<file path="config.mk">
export PLATFORM = sky130hd
export DESIGN_NAME = matrix_loader
export DESIGN_NICKNAME = d
export VERILOG_FILES = /design/src/rtl/matrix_pkg.sv /design/src/rtl/mat_size_calc.sv /design/src/rtl/matrix_loader.sv
export SDC_FILE = /design/constraint.sdc
export NUM_CORES = 1
export LEC_CHECK = 0
export ABC_AREA = 1
export CAP_MARGIN = 20
export CORE_ASPECT_RATIO = 1.5
export CORE_MARGIN = 2
export CORE_UTILIZATION = 30
export DETAILED_ROUTE_END_ITERATION = 16
export SYNTH_ARGS = -nofsm -noshare
export SYNTH_HDL_FRONTEND = slang
export SYNTH_HIERARCHICAL = 1
export SYNTH_SLANG_ARGS = --single-unit
</file>
<file path="constraint.sdc">
create_clock -name clock -period 4.56 [get_ports clock]
set_clock_uncertainty 0.05 [all_clocks]
set_input_delay 0.456 -clock clock [delete_from_list [all_inputs] [get_ports clock]]
set_output_delay 0.456 -clock clock [all_outputs]
set_load 0.01 [all_outputs]
</file>
<file path="src/rtl/matrix_pkg.sv">
// Shared layout for the matrix loader and the processor: state encoding, header offsets,
// operand base address and default dimension limit.
package matrix_pkg;

    typedef enum logic [2:0] {
        StIdle,
        StHdr,
        StLoad,
        StChk,
        StRun,
        StError
    } state_t;

    localparam int unsigned HDR_ROWS_A      = 0;
    localparam int unsigned HDR_COLS_A      = 1;
    localparam int unsigned HDR_COLS_B      = 2;
    localparam int unsigned A_BASE          = 3;
    localparam int unsigned DEFAULT_MAX_DIM = 16;

    // Bits needed to hold one legal dimension value.
    function automatic int unsigned dim_w(input int unsigned max_dim);
        return $clog2(max_dim + 1);
    endfunction

endpackage

</file>
<file path="src/rtl/mat_size_calc.sv">
// Captures the three header dimensions, flags legality on the cols_b byte and registers
// the element count rows_a*cols_a + cols_a*cols_b without truncation.
module mat_size_calc
    import matrix_pkg::*;
#(
    parameter int unsigned DATA_W  = 8,
    parameter int unsigned MAX_DIM = DEFAULT_MAX_DIM,
    parameter int unsigned TOT_W   = 2 * dim_w(MAX_DIM) + 1
) (
    input  logic              i_clk,
    input  logic              i_rst_n,
    input  logic [DATA_W-1:0] i_data,
    input  logic              i_cap_rows_a,
    input  logic              i_cap_cols_a,
    input  logic              i_cap_cols_b,
    output logic              o_legal,
    output logic [TOT_W-1:0]  o_total
);

    localparam int unsigned       DIM_W     = dim_w(MAX_DIM);
    localparam int unsigned       PROD_W    = 2 * DIM_W;
    localparam logic [DATA_W-1:0] MAX_DIM_V = DATA_W'(MAX_DIM);

    logic [DATA_W-1:0] r_rows_a;
    logic [DATA_W-1:0] r_cols_a;
    logic [TOT_W-1:0]  r_total;
    logic [PROD_W-1:0] w_prod_a;
    logic [PROD_W-1:0] w_prod_b;
    logic [TOT_W-1:0]  w_total;

    function automatic logic dim_ok(input logic [DATA_W-1:0] d);
        return (d != '0) && (d <= MAX_DIM_V);
    endfunction

    // cols_b is taken straight from the input so the verdict is ready on the same edge.
    always_comb begin
        o_legal  = dim_ok(r_rows_a) && dim_ok(r_cols_a) && dim_ok(i_data);
        w_prod_a = PROD_W'(r_rows_a[DIM_W-1:0]) * PROD_W'(r_cols_a[DIM_W-1:0]);
        w_prod_b = PROD_W'(r_cols_a[DIM_W-1:0]) * PROD_W'(i_data[DIM_W-1:0]);
        w_total  = TOT_W'(w_prod_a) + TOT_W'(w_prod_b);
    end

    always_ff @(posedge i_clk) begin
        if (!i_rst_n) begin
            r_rows_a <= '0;
            r_cols_a <= '0;
            r_total  <= '0;
        end else begin
            if (i_cap_rows_a) r_rows_a <= i_data;
            if (i_cap_cols_a) r_cols_a <= i_data;
            if (i_cap_cols_b) r_total  <= w_total;
        end
    end

    assign o_total = r_total;

endmodule

</file>
<file path="src/rtl/matrix_loader.sv">
// Host byte-stream loader: parses the dimension header, writes header and operands into
// data memory, then starts the processor. Optional checksum byte: MATRIX_LOADER_CHECKSUM_EN.
module matrix_loader
    import matrix_pkg::*;
#(
    parameter int unsigned DATA_W  = 8,
    parameter int unsigned ADDR_W  = 12,
    parameter int unsigned MAX_DIM = DEFAULT_MAX_DIM
) (
    input  logic              clock,
    input  logic              reset_n,
    input  logic [DATA_W-1:0] in_data,
    input  logic              in_valid,
    output logic              in_ready,
    output logic              dm_we,
    output logic [ADDR_W-1:0] dm_addr,
    output logic [DATA_W-1:0] dm_wdata,
    output logic              start_process,
    input  logic              proc_done,
    output logic              busy,
    output logic              err
);

    localparam int unsigned TOT_W = 2 * dim_w(MAX_DIM) + 1;

    state_t            r_state;
    state_t            w_state_next;
    logic              r_armed;
    logic              r_hdr_second;
    logic [TOT_W-1:0]  r_elem_cnt;
    logic              r_we;
    logic [ADDR_W-1:0] r_addr;
    logic [DATA_W-1:0] r_wdata;
`ifdef MATRIX_LOADER_CHECKSUM_EN
    logic [DATA_W-1:0] r_sum;
`endif

    logic              w_fire;
    logic              w_we_next;
    logic [ADDR_W-1:0] w_addr_next;
    logic              w_cap_rows_a;
    logic              w_cap_cols_a;
    logic              w_cap_cols_b;
    logic              w_legal;
    logic [TOT_W-1:0]  w_total;
    logic              w_last_elem;

    mat_size_calc #(
        .DATA_W  (DATA_W),
        .MAX_DIM (MAX_DIM),
        .TOT_W   (TOT_W)
    ) u_size_calc (
        .i_clk        (clock),
        .i_rst_n      (reset_n),
        .i_data       (in_data),
        .i_cap_rows_a (w_cap_rows_a),
        .i_cap_cols_a (w_cap_cols_a),
        .i_cap_cols_b (w_cap_cols_b),
        .o_legal      (w_legal),
        .o_total      (w_total)
    );

    // r_armed keeps in_ready low for the first cycle after a reset edge.
    assign in_ready    = r_armed && (r_state inside {StIdle, StHdr, StLoad, StChk});
    assign w_fire      = in_valid && in_ready;
    assign w_last_elem = (r_elem_cnt == (w_total - TOT_W'(1)));

    always_comb begin
        w_state_next = r_state;
        w_we_next    = 1'b0;
        w_addr_next  = r_addr;
        w_cap_rows_a = 1'b0;
        w_cap_cols_a = 1'b0;
        w_cap_cols_b = 1'b0;
        unique case (r_state)
            StIdle: begin
                if (w_fire) begin
                    w_state_next = StHdr;
                    w_cap_rows_a = 1'b1;
                    w_we_next    = 1'b1;
                    w_addr_next  = ADDR_W'(HDR_ROWS_A);
                end
            end
            StHdr: begin
                if (w_fire) begin
                    w_we_next = 1'b1;
                    if (!r_hdr_second) begin
                        w_cap_cols_a = 1'b1;
                        w_addr_next  = ADDR_W'(HDR_COLS_A);
                    end else begin
                        w_cap_cols_b = 1'b1;
                        w_addr_next  = ADDR_W'(HDR_COLS_B);
                        w_state_next = w_legal ? StLoad : StError;
                    end
                end
            end
            StLoad: begin
                if (w_fire) begin
                    w_we_next   = 1'b1;
                    w_addr_next = ADDR_W'(A_BASE) + ADDR_W'(r_elem_cnt);
                    if (w_last_elem) begin
`ifdef MATRIX_LOADER_CHECKSUM_EN
                        w_state_next = StChk;
`else
                        w_state_next = StRun;
`endif
                    end
                end
            end
`ifdef MATRIX_LOADER_CHECKSUM_EN
            StChk: begin
                if (w_fire) begin
                    w_state_next = (in_data == r_sum) ? StRun : StError;
                end
            end
`endif
            StRun: begin
                if (proc_done) w_state_next = StIdle;
            end
            StError: begin
                w_state_next = StError;
            end
            default: begin
                w_state_next = StIdle;
            end
        endcase
    end

    always_ff @(posedge clock) begin
        if (!reset_n) begin
            r_state      <= StIdle;
            r_armed      <= 1'b0;
            r_hdr_second <= 1'b0;
            r_elem_cnt   <= '0;
            r_we         <= 1'b0;
            r_addr       <= '0;
            r_wdata      <= '0;
        end else begin
            r_state <= w_state_next;
            r_armed <= 1'b1;
            r_we    <= w_we_next;
            r_addr  <= w_addr_next;
            if (w_we_next) r_wdata <= in_data;
            if (w_cap_rows_a) r_hdr_second <= 1'b0;
            else if (w_cap_cols_a) r_hdr_second <= 1'b1;
            if (w_cap_cols_b) r_elem_cnt <= '0;
            else if ((r_state == StLoad) && w_fire) r_elem_cnt <= r_elem_cnt + TOT_W'(1);
        end
    end

`ifdef MATRIX_LOADER_CHECKSUM_EN
    // Running sum of every byte that gets written: header plus elements.
    always_ff @(posedge clock) begin
        if (!reset_n) begin
            r_sum <= '0;
        end else if (w_cap_rows_a) begin
            r_sum <= in_data;
        end else if (w_we_next) begin
            r_sum <= r_sum + in_data;
        end
    end
`endif

    assign dm_we         = r_we;
    assign dm_addr       = r_addr;
    assign dm_wdata      = r_wdata;
    assign start_process = (r_state == StRun);
    assign busy          = (r_state != StIdle);
    assign err           = (r_state == StError);

endmodule

</file>
# After elaboration in Yosys (flattened, before gate mapping)
# Index checks and enable logic that the tools add are counted.
# W data, S select, Z words.
# totals
regBits	64
in_bits	12
# op_classes
add_sub_neg	4
n_mul	2
magnitude_cmp	3
eq_ne	12
n_mux	23
bitwise_logic	1
n_reduce_logical	20
# ops
operator	n
$mux W12	3
$pmux W12 S3	1
$le A8 B5 Y1 const B	3
$reduce_bool A8 Y1	3
$mux W3	7
$mul A5 B5 Y10	2
$pmux W3 S5	1
$add A2 B11 Y12 const A	1
$add A10 B10 Y11	1
$add A11 B1 Y11 const B	1
$eq A11 B11 Y1	1
$sub A11 B1 Y11 const B	1
$mux W1	10
$ne A2 B2 Y1 const B	5
$logic_and A1 B1 Y1	8
$eq A3 B2 Y1 const B	2
$eq A3 B3 Y1 const B	2
$reduce_and A6 Y1	1
$reduce_bool A3 Y1	2
$reduce_and A4 Y1	1
$reduce_bool A4 Y1	1
$reduce_or A2 Y1	2
$eq A3 B1 Y1 const B	1
$logic_not A3 Y1	1
4 further kinds	4

# Depth between registers and ports, before layout
# Gate-level depths: netlist (run 1).
# logic_depth
word_depth	8
depth_mapped	23
depth_no_buf	22

# Hierarchy
# Netlist (run 1), hierarchy kept.
# modules_own_cells
module	instances	cells_each	area_each_um2	seq_area_each_um2
mat_size_calc	1	399	2890.3	540.5
matrix_loader	1	348	2219.6	740.7

# Worst setup path before layout (run 1)
# No wires, ideal clock.
# synth_timing
path_type	reg-to-reg
startpoint	register u_size_calc.r_cols_a[0]
endpoint	register u_size_calc.r_total[7] (netlist: u_size_calc/o_total[7])
setup_ns	0.109
arrival_ns	4.390
required_time_ns	4.401
setup_slack_ns	0.011
stages_incl_launch_ff	19
n_path_buf	1
period_less_slack_ns	4.549
cell_sequence	dfxtp_1 clkbuf_1 nand2_1 fa_1 fa_1 inv_1 fa_1 fa_1 inv_1 fa_1 inv_1 ha_1 or2_2 nand4_1 nand2_1 nand2_1 nand3_1 nand2_1 inv_1
# synth_via
elab_chain_len	2
# synth_rtl
element	line	text
start: declaration	mat_size_calc.sv:25	logic [DATA_W-1:0] r_cols_a;
start signal: assignment	mat_size_calc.sv:50	if (i_cap_cols_a) r_cols_a <= i_data;
$mul A5 B5 Y10 (on tied branches)	mat_size_calc.sv:38, mat_size_calc.sv:39	
$add A10 B10 Y11 (*)	mat_size_calc.sv:40	w_total = TOT_W'(w_prod_a) + TOT_W'(w_prod_b);
end signal: assignment	mat_size_calc.sv:51	if (i_cap_cols_b) r_total <= w_total;
end: declaration	mat_size_calc.sv:26	logic [TOT_W-1:0] r_total;
# Every way passes the cells marked *; elsewhere a longest branch is shown, timed or not.
# A chain may end at the register's enable or synchronous reset.

# Worst setup path in the final report (run 1)
# layout_timing
startpoint	register u_size_calc.r_cols_a[3]
endpoint	register u_size_calc.r_total[7] (netlist: u_size_calc/o_total[7])
# The elaborated chain is that of the path after synthesis.

==> results.ini, run 1 <==
[floorplanning]
die_width_um = 110.6
ioPinCount = 37
die_height_um = 163.8
initial_utilization_pct = 30.48
rows = 58
die-area_um2 = 18110
coreArea_um2 = 16760

[finish]
nNetsFinal = 878
fill_cells = 1740
finalInstanceArea_um2 = 6286
area_growth_pct = 23.02
diodes = 0
layout-drive-gt1-share_pct = 11.55
final_cells = 1015

[yosys]
yosysSeqAreaShare_pct = 25.07
synth_warnings = 6
syn_nets = 825
synthDistinctLibCells = 40
avgSynthCellArea_um2 = 6.841
synth_area_leader_cell = dfxtp_1
synthFlopType = dfxtp_1
netlist.area_leader.share_pct = 25.07
netlist_instances = 747
synthTopCellsByArea = dfxtp_1 (25%), fa_1 (12%), nand2_1 (12%), inv_1 (9.8%), nor2_1 (8.7%)
async_flop_share_pct = 0
synth_edf_count = 0
ys_seq_elements = 64
netlist_area_um2 = 5110

[grt]
overflow = 0
antenna_found_initial = 0
grt_pass1_vias = 4436
gr-usage-met3_pct = 2.140
grt_pass1_wl_um = 20600
met2_usage_pct = 26.05
grt_max_degree = 30
met1_usage_pct = 15.30
busiest_layer = met2
grt_usage_pct = 13.83

[setup_path]
path_max_fanout = 5
required_ns = 4.74
startpoint_type = register
cp.arrival_ns = 4.52
end_kind = register
critPathKind = reg2reg

[power_and_ir_drop]
netSwitchingFraction_pct = 30.19
power_density_nw_per_um2 = 291.7
p_int_mw = 1.280
p_leak_nw = 3.275
peakVddDrop_uv = 250.5
pwr-share-seq_pct = 34.7
switchingPower_mw = 0.5535
finalPower_mw = 1.834
combPwrFrac_pct = 24.8
clkPwrFrac_pct = 40.5

[placement]
dpl.cell_count = 999
place_area_um2 = 5833
globalplace.congestion = 0.7967
io_buffers = 36
dp_hpwl_um = 9658

[min_path]
hold_path_class = reg2reg

[cts]
clk_pin_slew_worst_paths_ns = 0.06
cts.path.max_buffers = 2
h-tree-depth = 3
cts.sinks = 64
cts_hold_buf = 0
cts_setup_buffers = 0
clock_latency_ns = 0.33
clockRootBuffer = clkbuf_16
numCtsBuffers = 9
tritoncts = done

[timing]
slew_violations = 0
period_minus_slack_ns = 4.333
slew_headroom_pct = 40.50
finalCritPeriodShare_pct = 95.02
clock.fmax_ghz = 0.2308
setup_violations = 0
rsz0062_at_grt = false
worst-slew-pin-transition_ns = 0.8897
hold_viol = 0

[route]
detail-route-antenna-nets = 0
wire_per_inst_um = 11.86
wl_um = 12030
via_per_inst = 4.525
drc = 0
vias = 4593
drt-initial-drc-count = 216
firstDrtPassIters = 4

[status]
run_status = completed

[flow_run]
drv_cap = 0

[cell families after synthesis]
logic type               count (synthesis)  synth area share [%]
AND/OR/NAND/NOR                        360                 30.51
flip-flops                              64                 25.07
AO/OA/AOI/OAI                           76                 8.105
XOR/XNOR                                16                 2.742
adder cells (fa/ha/maj)                 66                 20.72
buffers and inverters                  165                 12.85
[cells in the final DEF, fill, tap and decap left out, types with 3 or more instances in the layout]
master,synthesis,routed
nand2_1,161,158
buf_4,2,26
ha_4,0,6
clkdlybuf4s50_1,0,31
inv_1,134,134
fa_1,31,31
o221ai_1,3,3
a21oi_1,24,23
xor2_1,12,12
nand2_2,6,9
dfxtp_1,64,62
buf_6,1,4
clkbuf_16,0,9
dlymetal6s2s_1,0,5
nand3_1,38,37
nor3_1,5,5
o21ai_0,39,39
nor2_2,8,9
inv_2,6,6
nand3_2,4,5
nand4_1,6,6
o21ai_1,3,3
xnor2_1,4,4
ha_1,35,29
nor2_1,119,118
[critical path: stages, from the launching register on]
cell     delay [ns]
dfxtp_2        0.35
nand2_1        0.07
inv_1          0.05
fa_1           0.53
inv_1          0.07
fa_1           0.53
inv_1          0.06
fa_1           0.48
fa_1           0.54
inv_1          0.05
fa_1           0.52
inv_1          0.06
ha_4           0.24
or2_4          0.25
nand4_1        0.11
nand2_1        0.06
nand2_1        0.05
nand3_1        0.06
nand2_1        0.07
inv_1          0.03
[state kept, by name (all words and copies together), names as in the netlist]
signal and cells:
r_state 3, r_armed 1, dm_wdata 8, r_hdr_second 1
u_size_calc/o_total 11, u_size_calc/r_rows_a 8, r_elem_cnt 11, dm_addr 12
dm_we 1, u_size_calc/r_cols_a 8
[cells in the mapped netlist (3+ instances only)]
cell      instances
nand2_2           6
nor2_2            8
o21ai_1           3
clkbuf_1         13
nand2_1         161
nand4_1           6
buf_2             7
nor3_1            5
nand3_2           4
a21oi_1          24
dfxtp_1          64
fa_1             31
xor2_1           12
o221ai_1          3
ha_1             35
xnor2_1           4
o21ai_0          39
inv_2             6
nand3_1          38
inv_1           134
nor2_1          119
[stage by stage]
step                worst slack (ns)  util (%)  hold slack [ns]  TNS, ns
CTS                         0.007644     36.74           0.4139        0
floorplan                    0.01132         -           0.4079        0
global placement             -0.4931     34.80           0.4029   -2.868
detailed placement           -0.4944     34.80           0.4051   -2.955
finish                        0.2271     37.50           0.4113        0
global route                 0.01143     37.50           0.4280        0
[power by group through the flow]
stage	Combinational, mW	Clock [mW]	Sequential, mW
detailed placement	0.434	0	0.646
floorplan	0.264	0	0.647
finish	0.455	0.743	0.635
global placement	0.433	0	0.646
global route	0.514	0.783	0.641
CTS	0.440	0.756	0.634
[area by class of cell]
cell class | instances | area (um2) | share of cell area, %
clock inverters | 7 | 93.84 | 1.493
clock buffers | 9 | 225.2 | 3.583
inverters | 141 | 531.8 | 8.459
well taps | 210 | 262.8 | 4.180
multi-input cells | 518 | 3276 | 52.11
repair buffers | 66 | 613.1 | 9.753
flip-flops and latches | 64 | 1284 | 20.42
[final timing paths]
kind | slack (ns) | end | cells past startpoint | from
setup / recovery | 0.23 | u_size_calc/o_total[7] | 19 | u_size_calc/r_cols_a[3]
setup reg to reg | 0.23 | u_size_calc/o_total[7] | 19 | u_size_calc/r_cols_a[3]
hold / removal | 0.41 | dm_addr[8] | 2 | dm_addr[8]
hold reg to reg | 0.41 | dm_addr[8] | 2 | dm_addr[8]
[metal layers]
metal / share of wire, % / up-vias
met3: 1.7 / 25
met1: 40 / 2110
li1: - / 2393
met5: 0 / -
met4: 3.7 / 0
met2: 54 / 65
[repair_timing]
item | in CTS | in global routing
pin swaps | 2 | 9
endpoints found under the setup margin | 6 | 7
gates resized for setup | 2 | 24
Note: power is estimated with default switching activity, not from simulation.
==> run 2: changes to the inputs <==
--- a/config.mk
+++ b/config.mk
@@ -8,7 +8,6 @@
 export ABC_AREA = 1
 export CAP_MARGIN = 20
 export CORE_ASPECT_RATIO = 1.5
-export CORE_MARGIN = 2
 export CORE_UTILIZATION = 30
 export DETAILED_ROUTE_END_ITERATION = 16
 export SYNTH_ARGS = -nofsm -noshare
==> results.ini, run 2 (synthesis results as in run 1) <==
[status]
run_status = completed

[setup_path]
path_cells = buf_4, nand2_1, fa_1, inv_1, fa_1, inv_1, fa_1, fa_1, inv_1, fa_1, ha_4, nand2_1, nand2_1, nand2_1, nand2_1, nand2_1, nand3_1, nand2_1, nand3_1, nand2_1, inv_1
startpoint_type = register
path_max_fanout = 5  ; unchanged
critPathSlowestCell = fa_1
required_ns = 4.73  ; about the same
cp.arrival_ns = 4.49  ; -0.03 ns
cp_common_cell = nand2_1
cpPeakStageDelay_ns = 0.58  ; +0.04 ns
critPathKind = reg2reg
end_kind = register

[grt]
overflow = 0  ; unchanged
antenna_found_initial = 0  ; unchanged
grt_max_degree = 32  ; +6.7%
grt_usage_pct = 14.57  ; +0.74 points
grt_pass1_wl_um = 20240  ; -1.7%
grt_pass1_vias = 4422  ; -0.32%

[floorplanning]
rows = 58  ; unchanged
coreArea_um2 = 16690  ; -0.43%
die-area_um2 = 17570  ; -3.0%
initial_utilization_pct = 30.61  ; +0.13 points
die_width_um = 108.6  ; -1.8%
die_height_um = 161.8  ; -1.2%
ioPinCount = 37  ; unchanged

[cts]
clockRootBuffer = clkbuf_16
cts.path.max_buffers = 2  ; unchanged
cts_hold_buf = 0  ; unchanged
cts_setup_buffers = 0  ; unchanged
clock_latency_ns = 0.33  ; about the same
tritoncts = done
h-tree-depth = 3  ; unchanged
cts.sinks = 64  ; unchanged
clk_pin_slew_worst_paths_ns = 0.06  ; about the same
numCtsBuffers = 9  ; unchanged

[power_and_ir_drop]
power_density_nw_per_um2 = 285.4  ; -2.2%
p_leak_nw = 3.274  ; about the same
peakVddDrop_uv = 344.7  ; +38%

[route]
firstDrtPassIters = 4  ; unchanged
drc = 0  ; unchanged
drt-initial-drc-count = 215  ; -0.46%
via_per_inst = 4.501  ; -0.53%
vias = 4564  ; -0.63%
wl_um = 12000  ; -0.32%
detail-route-antenna-nets = 0  ; unchanged
wire_per_inst_um = 11.83  ; -0.22%

[min_path]
hold_path_class = reg2reg

[timing]
setup_violations = 0  ; unchanged
worst_slack_ns = 0.2402  ; +0.01313 ns
slew_violations = 0  ; unchanged
slew_headroom_pct = 50.66  ; +10 points
hold_ws_ns = 0.4108  ; -0.0004200 ns
finalCritPeriodShare_pct = 94.73  ; -0.29 points
clock.fmax_ghz = 0.2315  ; +0.30%
period_minus_slack_ns = 4.320  ; -0.01313 ns
hold_viol = 0  ; unchanged
worst-slew-pin-transition_ns = 0.7374  ; -0.1523 ns

[placement]
globalplace.congestion = 0.8195  ; +2.9%
dp_slack_ns = -0.5315  ; -0.03701 ns
io_buffers = 36  ; unchanged
dp_hpwl_um = 9634  ; -0.24%

[finish]
final_cell_mix = nand2_1 (158), inv_1 (134), nor2_1 (119)
final_util_pct = 37.12  ; -0.38 points
layout-drive-gt1-share_pct = 10.70  ; -0.86 points
nNetsFinal = 877  ; -0.11%
largest_reg_flops = 12  ; unchanged
diodes = 0  ; unchanged
area_growth_pct = 21.25
final_common_cell = nand2_1

[flow_run]
drv_cap = 0  ; unchanged

run 2: final cells by class:
class	count	area [um2]
fill	1792	10500
tap	210	262.8
sequential	64	1285
inverter	141	531.8
clock inverter	5	56.30
multi-input combinational	518	3211
clock buffer	11	242.7
timing repair buffer	65	606.8
run 2: path summary, 6_finish.rpt:
kind,end,start,slack (ns),depth (start not counted)
min,dm_addr[8],dm_addr[8],0.41,2
max reg2reg,u_size_calc/o_total[10],u_size_calc/r_cols_a[2],0.24,21
max,u_size_calc/o_total[10],u_size_calc/r_cols_a[2],0.24,21
min reg2reg,dm_addr[8],dm_addr[8],0.41,2
run 2: what timing repair did:
| action | in CTS | in global routing |
|---|---|---|
| endpoints found under the setup margin | 6 | 7 |
| resized for setup | 3 | 13 |
| gates cloned | 0 | 0 |
| pin swaps | 2 | 5 |
run 2: layer usage:
layer  up-vias  GRT usage (%)  share of wire, %
met5         -              0                 0
met4         0          5.897               2.8
met3        20          2.247               1.9
met2        60          27.85                55
met1      2096          15.47                41
li1       2388              -                 -
run 2: power breakdown:
group          internal, mW  switching [mW]  total [mW]
logic                 0.193           0.247       0.440
registers             0.601          0.0349       0.636
clock network         0.437           0.255       0.692
total                  1.23           0.537        1.77
run 2: metrics by stage:
stage	total power, mW	cell area (um2)	std cells	setup TNS, ns
after global placement	1.076	5838	998	-2.784
after floorplan	0.9115	5110	747	0
after global routing	1.874	6196	1014	-0.001342
after CTS	1.787	6155	1014	0
after detailed placement	1.078	5838	998	-3.188
final	1.768	6196	1014	0
run 2: worst max-delay path, delay by kind of cell (launching register included):
| kind | cells | cell delay, ns |
|---|---|---|
| fa+ha+maj | 6 | 2.82 |
| buf+inv | 5 | 0.31 |
| simple gates | 10 | 0.67 |
| flops | 1 | 0.36 |
==> run 3: changes to the inputs <==
--- a/config.mk
+++ b/config.mk
@@ -6,6 +6,7 @@
 export NUM_CORES = 1
 export LEC_CHECK = 0
 export ABC_AREA = 1
+export ABC_CLOCK_PERIOD_IN_PS = 4560
 export CAP_MARGIN = 20
 export CORE_ASPECT_RATIO = 1.5
 export CORE_UTILIZATION = 30
==> results of run 3 <==
No change in the layout: final DEF, timing and power equal those of run 2.
